### config.mk
export PLATFORM = sky130hd
export DESIGN_NAME = skrol_pozicija
export DESIGN_NICKNAME = d
export VERILOG_FILES = /design/src/rtl/skrol_pozicija.sv
export SDC_FILE = /design/constraint.sdc
export NUM_CORES = 1
export LEC_CHECK = 0
export BUFFER_PORTS_ARGS = -buffer_cell sky130_fd_sc_hd__buf_2
export CAP_MARGIN = 5
export CORE_ASPECT_RATIO = 2
export CORE_MARGIN = 2
export CORE_UTILIZATION = 45
export DETAILED_ROUTE_END_ITERATION = 8
export GPL_ROUTABILITY_DRIVEN = 0
export PLACE_DENSITY = 0.65
export SLEW_MARGIN = 20
export SYNTH_ARGS = -nofsm -noshare
export SYNTH_HDL_FRONTEND = slang
export SYNTH_SLANG_ARGS = --single-unit
### constraint.sdc
create_clock -name clk -period 2.8 [get_ports clk]
set_clock_uncertainty 0.05 [all_clocks]
set_input_delay 0.28 -clock clk [delete_from_list [all_inputs] [get_ports clk]]
set_output_delay 0.28 -clock clk [all_outputs]
set_load 0.01 [all_outputs]
### src/rtl/skrol_pozicija.sv
// Scroll index generator for the 4-digit text display: steps pozicija through
// 0..duzina_teksta-1 at a selectable rate, with direction, wrap and a toggled pause.
module skrol_pozicija #(
    parameter int unsigned PRESCALE   = 25_000_000,
    parameter int unsigned PRESCALE_W = 25
) (
    input  logic       clk,
    input  logic       rst,
    input  logic       en,
    input  logic       smer,
    input  logic       pauza_btn,
    input  logic [1:0] brzina,
    input  logic [7:0] duzina_teksta,
    output logic [7:0] pozicija,
    output logic       korak,
    output logic       pauzirano
);

    logic                  btn_s1, btn_s2, btn_d;
    logic                  pauza_edge;
    logic [PRESCALE_W-1:0] cnt;
    logic [31:0]           period;
    logic [31:0]           cnt_ext;
    logic                  terminal;
    logic                  running;
    logic                  out_of_range;
    logic [8:0]            poz_inc;
    logic [7:0]            poz_next;

    assign pauza_edge   = btn_s2 & ~btn_d;
    assign running      = en & ~pauzirano;
    assign out_of_range = (pozicija >= duzina_teksta);
    assign period       = PRESCALE >> brzina;
    assign cnt_ext      = 32'(cnt);
    // ">=" rather than "==" so shortening the period mid-count ends it at once.
    assign terminal     = (cnt_ext >= period - 32'd1);
    // 9-bit increment keeps the wrap compare exact at duzina_teksta = 255.
    assign poz_inc      = {1'b0, pozicija} + 9'd1;

    always_comb begin
        poz_next = pozicija;
        if (!smer)
            poz_next = (poz_inc == {1'b0, duzina_teksta}) ? 8'd0 : poz_inc[7:0];
        else
            poz_next = (pozicija == 8'd0) ? duzina_teksta - 8'd1 : pozicija - 8'd1;
    end

    // NOTE: all state updates use non-blocking assignments so every register
    // samples the pre-edge values, e.g. a pause edge coincident with a terminal
    // count still lets that step happen.
    always_ff @(posedge clk) begin
        if (rst) begin
            btn_s1    <= 1'b0;
            btn_s2    <= 1'b0;
            btn_d     <= 1'b0;
            pauzirano <= 1'b0;
            cnt       <= '0;
            pozicija  <= 8'd0;
            korak     <= 1'b0;
        end else begin
            btn_s1 <= pauza_btn;
            btn_s2 <= btn_s1;
            btn_d  <= btn_s2;
            korak  <= 1'b0;
            if (pauza_edge)
                pauzirano <= ~pauzirano;

            // Empty text or a length that shrank below the index: park at 0.
            if (out_of_range) begin
                pozicija <= 8'd0;
                cnt      <= '0;
            end else if (running) begin
                if (terminal) begin
                    cnt      <= '0;
                    korak    <= 1'b1;
                    pozicija <= poz_next;
                end else begin
                    cnt <= cnt + 1'b1;
                end
            end
        end
    end

endmodule
; Word level (Yosys, flattened, before mapping)
; Cells that the tools add are included.
[op_classes]
reduce_logical = 4
shift = 1
eq_ne = 1
n_bitwise = 5
order_cmp = 2
add_sub_neg = 5
multipliers = 0
div = 0
muxes = 5
[ops]
columns = op, count
row1 = $ge 25x32->1, 1
row2 = $shr 25x2->32 const A, 1
row3 = $sub 32x1->32 const B, 1
row4 = $add 25x1->25 const B, 1
row5 = $mux 25, 1
row6 = $mux 8, 3
row7 = $sub 8x1->8 const B, 2
row8 = $add 8x1->9 const B, 1
row9 = $eq 9x8->1, 1
row10 = $ge 8x8->1, 1
row11 = $logic_not 8->1, 1
row12 = $not 1->1, 3
row13 = $reduce_or 3->1, 1
row14 = $and 1x1->1, 2
row15 = $reduce_and 2->1, 1
row16 = $reduce_or 2->1, 1
row17 = $mux 1, 1
[word_totals]
mem_bits_ro = 0
ff_bits = 38
ram_bits = 0
wordCells = 30
latch_bits = 0
memories = 0

; Longest topological paths before layout
; Gate-level depths: netlist of run 1.
[logic_depth]
ltp_word = 4
depth_mapped = 13
depth_no_buf = 12

; Least setup slack after synthesis of run 1
; No wires, ideal clock.
[synth_timing]
path_type = reg-to-reg
from = reg pozicija[0]
to = reg pozicija[4]
arrival_time_ns = 2.572
setup_ns = 0.063
stages_incl_launch_ff = 14
t_required_ns = 2.687
slack_ns = 0.115
path_cell_list = dfxtp_1 -> inv_1 -> ha_1 -> or3b_2 -> nor3_2 -> buf_4 -> mux2i_1 -> ha_1 -> nand2_1 -> a21oi_1 -> a221o_1 -> nand3_1 -> nor4_1 -> nand3b_1
[synth_via]
elab_chain_cells = 4
word_cells_on_any_way = 9
cone_classes = add/sub: 2 / order compare: 1 / eq/ne: 1 / mux: 3 / reduce/logical: 2
[synth_lines]
columns = item, line_no
row1 = start: declaration, 14  ; output logic [7:0] pozicija,
row2 = start signal: assignment, 76  ; pozicija <= poz_next;
row3 = $add 8x1->9, 38  ; assign poz_inc = {1'b0, pozicija} + 9'd1;
row4 = $eq 9x8->1, 43  ; poz_next = (poz_inc == {1'b0, duzina_teksta}) ? 8'd0 : poz_inc[7:0];
row5 = $mux 8, 43
row6 = $mux 8, 42  ; if (!smer)
; Parallel ways exist; a longest one is shown, timed or not.
; A chain may end at the register's enable or synchronous reset.

; Final worst setup path of run 1
; Same ends and word-level chain as after synthesis.

==> reports/metrics.cfg, run 1 <==
[floorplanning]
core_area_sq_um=6259
num_io_pins=25
dieWidth_um=60.81
die_h_um=117.6
num_rows=41
dieArea_sq_um=7151
initial_core_util_pct=46.40

[synth]
synth_most_common_cell=nor2_1
async_flop_share_pct=0
synth_area_leaders=dfxtp_1 (26%), ha_1 (14%), nor2_1 (6.7%), xnor2_1 (6.0%), xor2_1 (5.4%)
yosysTopAreaCell=dfxtp_1
synth-edff-count=0
synth_cell_types=56
ys_seq_area_share_pct=26.20
syn-cell-area_sq_um=2904
synthFlopType=dfxtp_1
synth_warnings=0
yosys-top-cells-count=nor2_1 (52), dfxtp_1 (38), ha_1 (33), inv_1 (22), nand2_1 (22)
syn_inst=359
syn_area_per_cell_sq_um=8.089
ys_ff_latch=38
synth_top_cell_area_share_pct=26.20

[critical_path]
cp_cell_sequence=inv_1, ha_2, or3b_4, nor3_2, buf_4, mux2i_2, ha_2, nand2_1, a21oi_2, buf_4, nand3_1, nand3_1, nor4_1, nand3b_1
r2r-end=pozicija[4]$_SDFFE_PP0P_
path_depth=14
required_ns=2.91
crit_slowest_cell=or3b_4
arrival_ns=2.79
path_class=flop to flop
rrSetupSlack_ns=0.12
r2r_cells=14
r2r_start=pozicija[0]$_SDFFE_PP0P_
startpoint=pozicija[0]$_SDFFE_PP0P_
cp.buffers_inverters=3
crit_path_max_incr_delay_ns=0.39
critPathMaxFanout=3
critPathLaunchType=flop
end_kind=flop
crit_family=simple AND/OR/NAND/NOR gates

[global_routing]
antenna_found_initial=0
track_usage_pct=22.81
grt_pass1_wl_mm=12.32
first_global_vias=2718
grt_max_degree=25
overflow=0

[clocking]
clock_sinks=38
cts_tree=yes
cts_root_buf=clkbuf_16
htree_levels=2
hold_buffers=0
clk_transition_reported_paths_ns=0.06
numCtsBuffers=5
clock_path_buffers=2
insertion_delay_ns=0.28

[worst_hold_path]
min_path_type=primary input to flop
hold_end=pauzirano$_SDFFE_PP0P_
hold-path-cell-count=2
min_from=rst

[sta]
worstMarginPinSlew_ns=0.4957
setup_violations=0
hold_violations=0
hold_ws_ns=0.1563
min_period_ns=2.678
rsz0062_at_grt=false
timing.fmax_mhz=373.4
slew_viol_final=0
timing.slew.headroom_pct=66.70
layout_worst_path_cycle_share_pct=95.65

[layout]
instances_no_fill=500
drive_gt1_share_pct=20.05
fillers=631
final_core_util_pct=56.20
final_nets=461
ff_latch_area_sq_um=760.7
multi_input_area_sq_um=2031
num_antenna_cells=0
syn2layout_area_growth_pct=21.11

[outcome]
status=finished, final reports clean

[drt]
wl_mm=7.485
vias=2724
drt_iter0_markers=81
drc=0
wire_per_inst_um=14.97
ant_nets=0
post_drt_via_cell_ratio=5.448
dr.pass1.iters=4

[pwr]
switching_share_pct=23.77
power.density_nw_per_um2=359.6
combPwrFrac_pct=11.5
clkPwrFrac_pct=44.8
p_int_uw=964.0
switchingPower_uw=300.6
power_leakage_nw=1.588
ir_worst_vdd_uv=258.9
seq_power_share_pct=43.7

[placed_design]
dpl.cell_count=491
placement.io_buffers=24
dpl.hpwl_mm=6.067

[job]
drv_cap=0

cell usage in the layout, fill, tap and decap left out, drive strengths merged, types with 9 or more instances in the layout:
cell | synthesis | layout
nor2b | 9 | 9
nor3 | 15 | 15
inv | 22 | 22
a21oi | 15 | 15
xor2 | 18 | 18
ha | 33 | 33
dfxtp | 38 | 38
nor2 | 52 | 52
xnor2 | 21 | 21
nand2 | 25 | 25
buf | 7 | 58
nand4 | 12 | 12
nand3 | 17 | 17
final cells by class:
type,instances,area share (%)
Inverter,22,2.348
Clock inverter,1,0.1423
Timing Repair Buffer,58,11.03
Clock buffer,7,4.056
Sequential cell,38,21.63
Tap cell,86,3.059
Multi-Input combinational cell,288,57.74
flip-flops by register name, indices dropped and copies added (netlist names):
signal / flops
btn_d: 1
btn_s2: 1
pozicija: 8
pauzirano: 1
korak: 1
btn_s1: 1
cnt: 25
metal layers:
layer	global-route usage, %	part of all wire (%)	up-vias
met5	0	0	-
met1	21.73	34	1291
met4	9.239	2.4	0
met3	3.407	2.4	13
li1	-	-	1369
met2	44.29	61	51
cells by family (layout without fill, tap and decap cells):
kind of cell / after synthesis / count (layout) / synth area share (%)
other: 1 / 2 / 0.1291
adder cells (fa/ha/maj): 33 / 33 / 14.22
AO/OA/AOI/OAI: 55 / 55 / 14.05
XOR/XNOR: 39 / 39 / 12.02
AND/OR/NAND/NOR: 156 / 156 / 27.40
multiplexers: 3 / 3 / 1.034
flip-flops: 38 / 38 / 26.20
buffers and inverters: 34 / 88 / 4.955
worst max path at each step:
stage                               end  slack, ns
6_report       pozicija[4]$_SDFFE_PP0P_       0.12
5_1_grt        pozicija[6]$_SDFFE_PP0P_      0.004
4_1_cts        pozicija[4]$_SDFFE_PP0P_       0.05
3_5_place_dp   pozicija[2]$_SDFFE_PP0P_      -0.09
2_1_floorplan  pozicija[4]$_SDFFE_PP0P_       0.11
3_3_place_gp   pozicija[2]$_SDFFE_PP0P_      -0.04
repair_timing:
| item | 4_1_cts | 5_1_grt |
|---|---|---|
| resized for setup | 0 | 7 |
| endpoints found under the hold margin | 0 | 0 |
| endpoints found under the setup margin | 0 | 3 |
| buffers inserted | 0 | 1 |
per-stage QoR:
stage	TNS, ns	setup slack [ns]	area, sq um	total power, mW
floorplan	0	0.1148	2908	0.6520
global placement	-0.03916	-0.03916	3334	0.7057
detailed placement	-0.2288	-0.09166	3334	0.7078
CTS	0	0.04866	3482	1.278
global route	0	0.004067	3517	1.322
finish	0	0.1217	3517	1.265
power groups by stage:
stage,sequential (mW),combinational [mW],clock (mW)
floorplan,0.563,0.0885,0
global placement,0.564,0.141,0
detailed placement,0.564,0.143,0
CTS,0.553,0.145,0.581
global route,0.553,0.164,0.605
finish,0.553,0.146,0.566
No activity file was read; power rests on OpenSTA's default activity.
==> run 2: changes to the inputs <==
--- a/config.mk
+++ b/config.mk
@@ -5,7 +5,7 @@
 export SDC_FILE = /design/constraint.sdc
 export NUM_CORES = 1
 export LEC_CHECK = 0
-export BUFFER_PORTS_ARGS = -buffer_cell sky130_fd_sc_hd__buf_2
+export BUFFER_PORTS_ARGS = -buffer_cell sky130_fd_sc_hd__buf_4
 export CAP_MARGIN = 5
 export CORE_ASPECT_RATIO = 2
 export CORE_MARGIN = 2
==> run 2 against run 1 <==
Non-clock buffer count down 10. Final cell count shrank 2.0%. Combinational power is essentially flat. Power up 1.2%. Cell area down 0.39%. Maximum frequency is 0.46% higher. Register-to-register slack is essentially flat. First-iteration DRC count rose by 9.9%. Sequential cell count did not move.
==> reports/metrics.cfg, run 2 (synthesis gave the netlist of run 1 again) <==
[job]
drv_cap=0  ; unchanged

[drt]
vias=2697  ; -0.99%
post_drt_via_cell_ratio=5.504  ; +1.0%
drc=0  ; unchanged
dr.pass1.iters=4  ; unchanged
wl_mm=7.629  ; +1.9%
wire_per_inst_um=15.57  ; +4.0%
drt_iter0_markers=89  ; +9.9%
ant_nets=0  ; unchanged

[layout]
layout_commonest_cell=nor2_1
layout_common_cells=nor2_1 (52), buf_4 (46), dfxtp_1 (38)
largest-register=cnt
multi_input_area_sq_um=2024  ; -0.31%
largest_register_ff_count=25  ; unchanged
reg_top3=cnt (25), pozicija (8)
syn2layout_area_growth_pct=20.64
fin_area_sq_um=3503  ; -0.39%
ff_latch_area_sq_um=760.7  ; unchanged
fillers=654  ; +3.6%
drive_gt1_share_pct=18.07  ; -2.0 points
num_antenna_cells=0  ; unchanged
final_nets=451  ; -2.2%

[sta]
worstMarginPinSlew_ns=0.5117  ; +0.01609 ns
timing.fmax_mhz=375.1  ; +0.46%
timing.slew.headroom_pct=65.62  ; -1.1 points
rsz0062_at_grt=false
fin_setup_tns_ns=0  ; unchanged
hold_violations=0  ; unchanged
layout_worst_path_cycle_share_pct=95.21  ; -0.44 points
setup_violations=0  ; unchanged
min_period_ns=2.666  ; -0.01236 ns
slew_viol_final=0  ; unchanged

[clocking]
htree_levels=2  ; unchanged
hold_buffers=0  ; unchanged
cts_root_buf=clkbuf_16
clk_transition_reported_paths_ns=0.06  ; about the same
insertion_delay_ns=0.29  ; about the same
clock_path_buffers=2  ; unchanged
cts_tree=yes
numCtsBuffers=5  ; unchanged
clock_sinks=38  ; unchanged
postCtsSetupBuffers=0  ; unchanged

[pwr]
clkPwrFrac_pct=45.4  ; +0.6 points
ir_worst_vdd_uv=273.2  ; +5.5%
seq_power_share_pct=43.2  ; -0.5 points
power.density_nw_per_um2=365.3  ; +1.6%
power_leakage_nw=1.557  ; -2.0%
switching_share_pct=24.63  ; +0.86 points
p_int_uw=964.5  ; about the same
combPwrFrac_pct=11.4  ; about the same
switchingPower_uw=315.2  ; +4.9%

[critical_path]
end_kind=flop
required_ns=2.92  ; about the same
path_class=flop to flop
crit_path_max_incr_delay_ns=0.41  ; +0.02 ns
arrival_ns=2.79  ; about the same
crit_slowest_cell=or3b_4
critPathLaunchType=flop
cp_cell_sequence=inv_1, ha_2, or3b_4, nor3_4, buf_6, mux2i_2, ha_2, nand2_1, a21oi_2, buf_4, nand3_1, nand3_1, nor4_1, nand3b_1
critPathMaxFanout=3  ; unchanged

[floorplanning]
core_area_sq_um=6259  ; unchanged
num_rows=41  ; unchanged
dieWidth_um=60.81  ; unchanged
num_io_pins=25  ; unchanged
initial_core_util_pct=46.40  ; unchanged
die_h_um=117.6  ; unchanged
dieArea_sq_um=7151  ; unchanged

[global_routing]
grt_max_degree=25  ; unchanged
grt_util_met1_pct=21.58  ; -0.14 points
overflow=0  ; unchanged
first_global_vias=2740  ; +0.81%
top_usage_layer=met2
track_usage_pct=23.40  ; +0.59 points
grt_pass1_wl_mm=12.53  ; +1.7%
use_met2_pct=43.75  ; -0.54 points
use_met3_pct=3.407  ; unchanged
antenna_found_initial=0  ; unchanged

[placed_design]
placement.io_buffers=24  ; unchanged
dpl.hpwl_mm=6.154  ; +1.4%
placed_area_sq_um=3327  ; -0.23%

[worst_hold_path]
min_path_type=primary input to flop

[outcome]
status=finished, final reports clean

## run 2: cell count changes in the layout (fill, tap and decap cells not counted), sizes merged
cell and delta:
clkinvlp +1, buf -10, clkbuf -1
## run 2: critical path, delay by kind of cell (launching register included)
family,cells,cell delay (ns)
multiplexers,1,0.23
buffers and inverters,3,0.37
adder cells (fa/ha/maj),2,0.45
flip-flops,1,0.31
AO/OA/AOI/OAI,1,0.12
AND/OR/NAND/NOR,7,1.02
## run 2: worst paths after layout
kind	from	end	slack (ns)	cells after the start
hold / removal	rst	pauzirano$_SDFFE_PP0P_	0.13	2
setup reg to reg	pozicija[0]$_SDFFE_PP0P_	pozicija[4]$_SDFFE_PP0P_	0.13	14
hold reg to reg	btn_s1$_SDFF_PP0_	btn_s2$_SDFF_PP0_	0.39	1
setup / recovery	pozicija[0]$_SDFFE_PP0P_	pozicija[4]$_SDFFE_PP0P_	0.13	14
## run 2: final cells by class
cell class | instances | area share, %
Sequential cell | 38 | 21.71
Inverter | 22 | 2.357
Timing Repair Buffer | 48 | 10.75
Multi-Input combinational cell | 288 | 57.79
Clock inverter | 2 | 0.3571
Clock buffer | 6 | 3.964
Tap cell | 86 | 3.071
## run 2: through the flow
stage	setup WS, ns	utilization (%)	power [mW]	cells	hold WS (ns)
floorplan	0.1148	-	0.6520	360	0.3016
global route	0.007181	55.98	1.330	490	0.1350
global placement	0.0004929	53.16	0.7063	482	0.3722
detailed placement	-0.05523	53.16	0.7096	482	0.3845
CTS	0.009082	55.72	1.293	490	0.1261
finish	0.1341	55.98	1.280	490	0.1304
## run 2: repair_timing
item / CTS / global route
pin swaps: 0 / 1
setup endpoints to repair: 1 / 2
gates resized for setup: 3 / 4
## run 2: metal layers
metal,wire length [um],up-vias
met3,177,27
met4,452,0
met1,2542,1261
met5,0,-
met2,4456,58
li1,-,1351
## run 2: power groups by stage
stage	registers (mW)	clock network (mW)	logic, mW
3_3_place_gp	0.564	0	0.142
3_5_place_dp	0.565	0	0.145
2_1_floorplan	0.563	0	0.0885
4_1_cts	0.553	0.594	0.146
6_report	0.553	0.581	0.146
5_1_grt	0.554	0.613	0.164
==> run 3: changes to the inputs <==
--- a/config.mk
+++ b/config.mk
@@ -13,6 +13,7 @@
 export DETAILED_ROUTE_END_ITERATION = 8
 export GPL_ROUTABILITY_DRIVEN = 0
 export PLACE_DENSITY = 0.65
+export RECOVER_POWER = 25
 export SLEW_MARGIN = 20
 export SYNTH_ARGS = -nofsm -noshare
 export SYNTH_HDL_FRONTEND = slang
==> constraint.sdc (replaced) <==
create_clock -name clk -period 2.8 [get_ports clk]
set_clock_uncertainty 0.05 [all_clocks]
set_input_delay 0.56 -clock clk [delete_from_list [all_inputs] [get_ports clk]]
set_output_delay 0.56 -clock clk [all_outputs]
set_load 0.01 [all_outputs]
==> run 3 against run 2 <==
Global-route usage down 0.51 points. Power up 0.10%. Largest cell class unchanged. Hold slack better by 0.26 ns. Sequential cell count unchanged. Maximum frequency down 2.3%. Largest power group unchanged. Clock power down 2%. Worst setup slack worse by 0.063 ns. Combinational power up 10%. Final cell count up 3.7%. Critical path type is now primary input to flop. First-iteration DRC count down 16%.
==> reports/metrics.cfg, run 3 (synthesis gave the netlist of run 1 again) <==
[outcome]
status=finished, final reports clean

[worst_hold_path]
hold_end=btn_s2$_SDFF_PP0_
min_path_type=flop to flop
min_from=btn_s1$_SDFF_PP0_
hold-path-cell-count=1  ; -1

[pwr]
power_leakage_nw=1.673  ; +7.5%
ir_worst_vdd_uv=189.6  ; -31%
post-layout-total-power_mw=1.281  ; +0.10%
power.density_nw_per_um2=346.9  ; -5.0%

[critical_path]
r2r_start=pozicija[0]$_SDFFE_PP0P_
r2r_cells=14  ; unchanged
arrival_ns=2.84  ; +0.05 ns
path_class=primary input to flop
rrSetupSlack_ns=0.16  ; +0.03 ns
critPathMaxFanout=5  ; +2
required_ns=2.91  ; about the same
critPathLaunchType=primary input
end_kind=flop
r2r-end=pozicija[4]$_SDFFE_PP0P_

[placed_design]
dpl.hpwl_mm=6.097  ; -0.92%
dp_slack_ns=-0.2699  ; -0.2147 ns
placement.io_buffers=24  ; unchanged

[sta]
setup_violations=0  ; unchanged
min_period_ns=2.729  ; +0.06314 ns
layout_worst_path_cycle_share_pct=97.47  ; +2.3 points
worstMarginPinSlew_ns=0.5342  ; +0.02245 ns
hold_violations=0  ; unchanged
slew_viol_final=0  ; unchanged
timing.fmax_mhz=366.4  ; -2.3%
fin_setup_tns_ns=0  ; unchanged
timing.slew.headroom_pct=64.11  ; -1.5 points
timing.final.ws_setup_ns=0.07095  ; -0.06314 ns

[clocking]
htree_levels=2  ; unchanged
clk_transition_reported_paths_ns=0.05  ; about the same
numCtsBuffers=5  ; unchanged
hold_buffers=0  ; unchanged
insertion_delay_ns=0.29  ; about the same
cts_tree=yes
clock_path_buffers=2  ; unchanged
cts_root_buf=clkbuf_16
clock_sinks=38  ; unchanged

[floorplanning]
initial_core_util_pct=46.40  ; unchanged
num_rows=41  ; unchanged
dieArea_sq_um=7151  ; unchanged
dieWidth_um=60.81  ; unchanged
die_h_um=117.6  ; unchanged
num_io_pins=25  ; unchanged
core_area_sq_um=6259  ; unchanged

[layout]
layout_commonest_cell=buf_4
num_antenna_cells=0  ; unchanged
final_nets=469  ; +4.0%
reg_top3=cnt (25), pozicija (8)
largest_register_ff_count=25  ; unchanged
syn2layout_area_growth_pct=27.14
largest-register=cnt
drive_gt1_share_pct=22.75  ; +4.7 points
layout_common_cells=buf_4 (60), nor2_1 (49), dfxtp_1 (38)

[global_routing]
first_global_vias=2716  ; -0.88%
use_met2_pct=43.75  ; unchanged
grt_util_met1_pct=20.55  ; -1.0 points
antenna_found_initial=0  ; unchanged
top_usage_layer=met2
overflow=0  ; unchanged
grt_pass1_wl_mm=12.30  ; -1.8%
use_met3_pct=3.297  ; -0.11 points
track_usage_pct=22.89  ; -0.51 points
grt_max_degree=25  ; unchanged

[drt]
wl_mm=7.692  ; +0.83%
vias=2739  ; +1.6%
wire_per_inst_um=15.14  ; -2.7%
dr.pass1.iters=4  ; unchanged
drt_iter0_markers=75  ; -16%
drc=0  ; unchanged
ant_nets=0  ; unchanged
post_drt_via_cell_ratio=5.392  ; -2.0%

[job]
drv_cap=0  ; unchanged

==> run 3: changes by cell type in the layout (fill, tap and decap cells not counted), sizes merged <==
cell / previous run / this run
clkbuf: 6 / 12
buf: 48 / 61
clkinvlp: 1 / 0
==> run 3: timing repair <==
| action | in CTS | in global routing |
|---|---|---|
| pin swaps | 0 | 11 |
| resized for setup | 2 | 21 |
| setup endpoints to repair | 7 | 33 |
| buffers inserted | 0 | 1 |
==> run 3: final cells by class <==
cell class / instances / area (sq um)
Timing Repair Buffer: 66 / 489.2
Clock buffer: 7 / 142.6
Sequential cell: 38 / 760.7
Inverter: 22 / 82.58
Tap cell: 86 / 107.6
Multi-Input combinational cell: 288 / 2105
Clock inverter: 1 / 5.005
Fill cell: 630 / 2566
==> run 3: per-stage QoR <==
step / hold WS (ns) / std cells / area (sq um) / utilization [%]
3_5_place_dp: 0.3769 / 499 / 3460 / 55.28
5_1_grt: 0.4102 / 508 / 3692 / 59.00
3_3_place_gp: 0.3711 / 499 / 3460 / 55.28
2_1_floorplan: 0.3638 / 360 / 2918 / -
6_report: 0.3887 / 508 / 3692 / 59.00
4_1_cts: 0.3962 / 507 / 3620 / 57.84
==> run 3: worst max-delay path by stage <==
stage / startpoint / to / cells past startpoint
after global routing: brzina[1] / pozicija[7]$_SDFFE_PP0P_ / 14
final: brzina[1] / pozicija[6]$_SDFFE_PP0P_ / 14
after CTS: brzina[0] / pozicija[0]$_SDFFE_PP0P_ / 13
after detailed placement: brzina[0] / pozicija[6]$_SDFFE_PP0P_ / 12
after global placement: brzina[0] / pozicija[5]$_SDFFE_PP0P_ / 12
after floorplan: brzina[0] / cnt[9]$_SDFFE_PP0P_ / 12
==> run 3: report_power, final <==
part | total [mW] | internal (mW) | switching [mW]
sequential | 0.553 | 0.547 | 0.00564
combinational | 0.161 | 0.0741 | 0.0870
clock | 0.567 | 0.353 | 0.214
==> run 3: routing by layer <==
layer  vias to the layer above  wire length [um]
met2                        50              4519
met5                         -                 0
met3                        23               176
met1                      1282              2594
met4                         0               401
li1                       1384                 -
==> run 3: worst max-delay path, stage by stage <==
cell	delay [ns]
buf_4	0.14
nand2_2	0.08
buf_4	0.12
inv_1	0.05
buf_4	0.13
ha_1	0.26
nand4_1	0.15
nor4_4	0.35
and4_4	0.30
a211o_1	0.16
buf_4	0.14
o211ai_1	0.09
a22oi_1	0.22
o2bb2ai_1	0.08
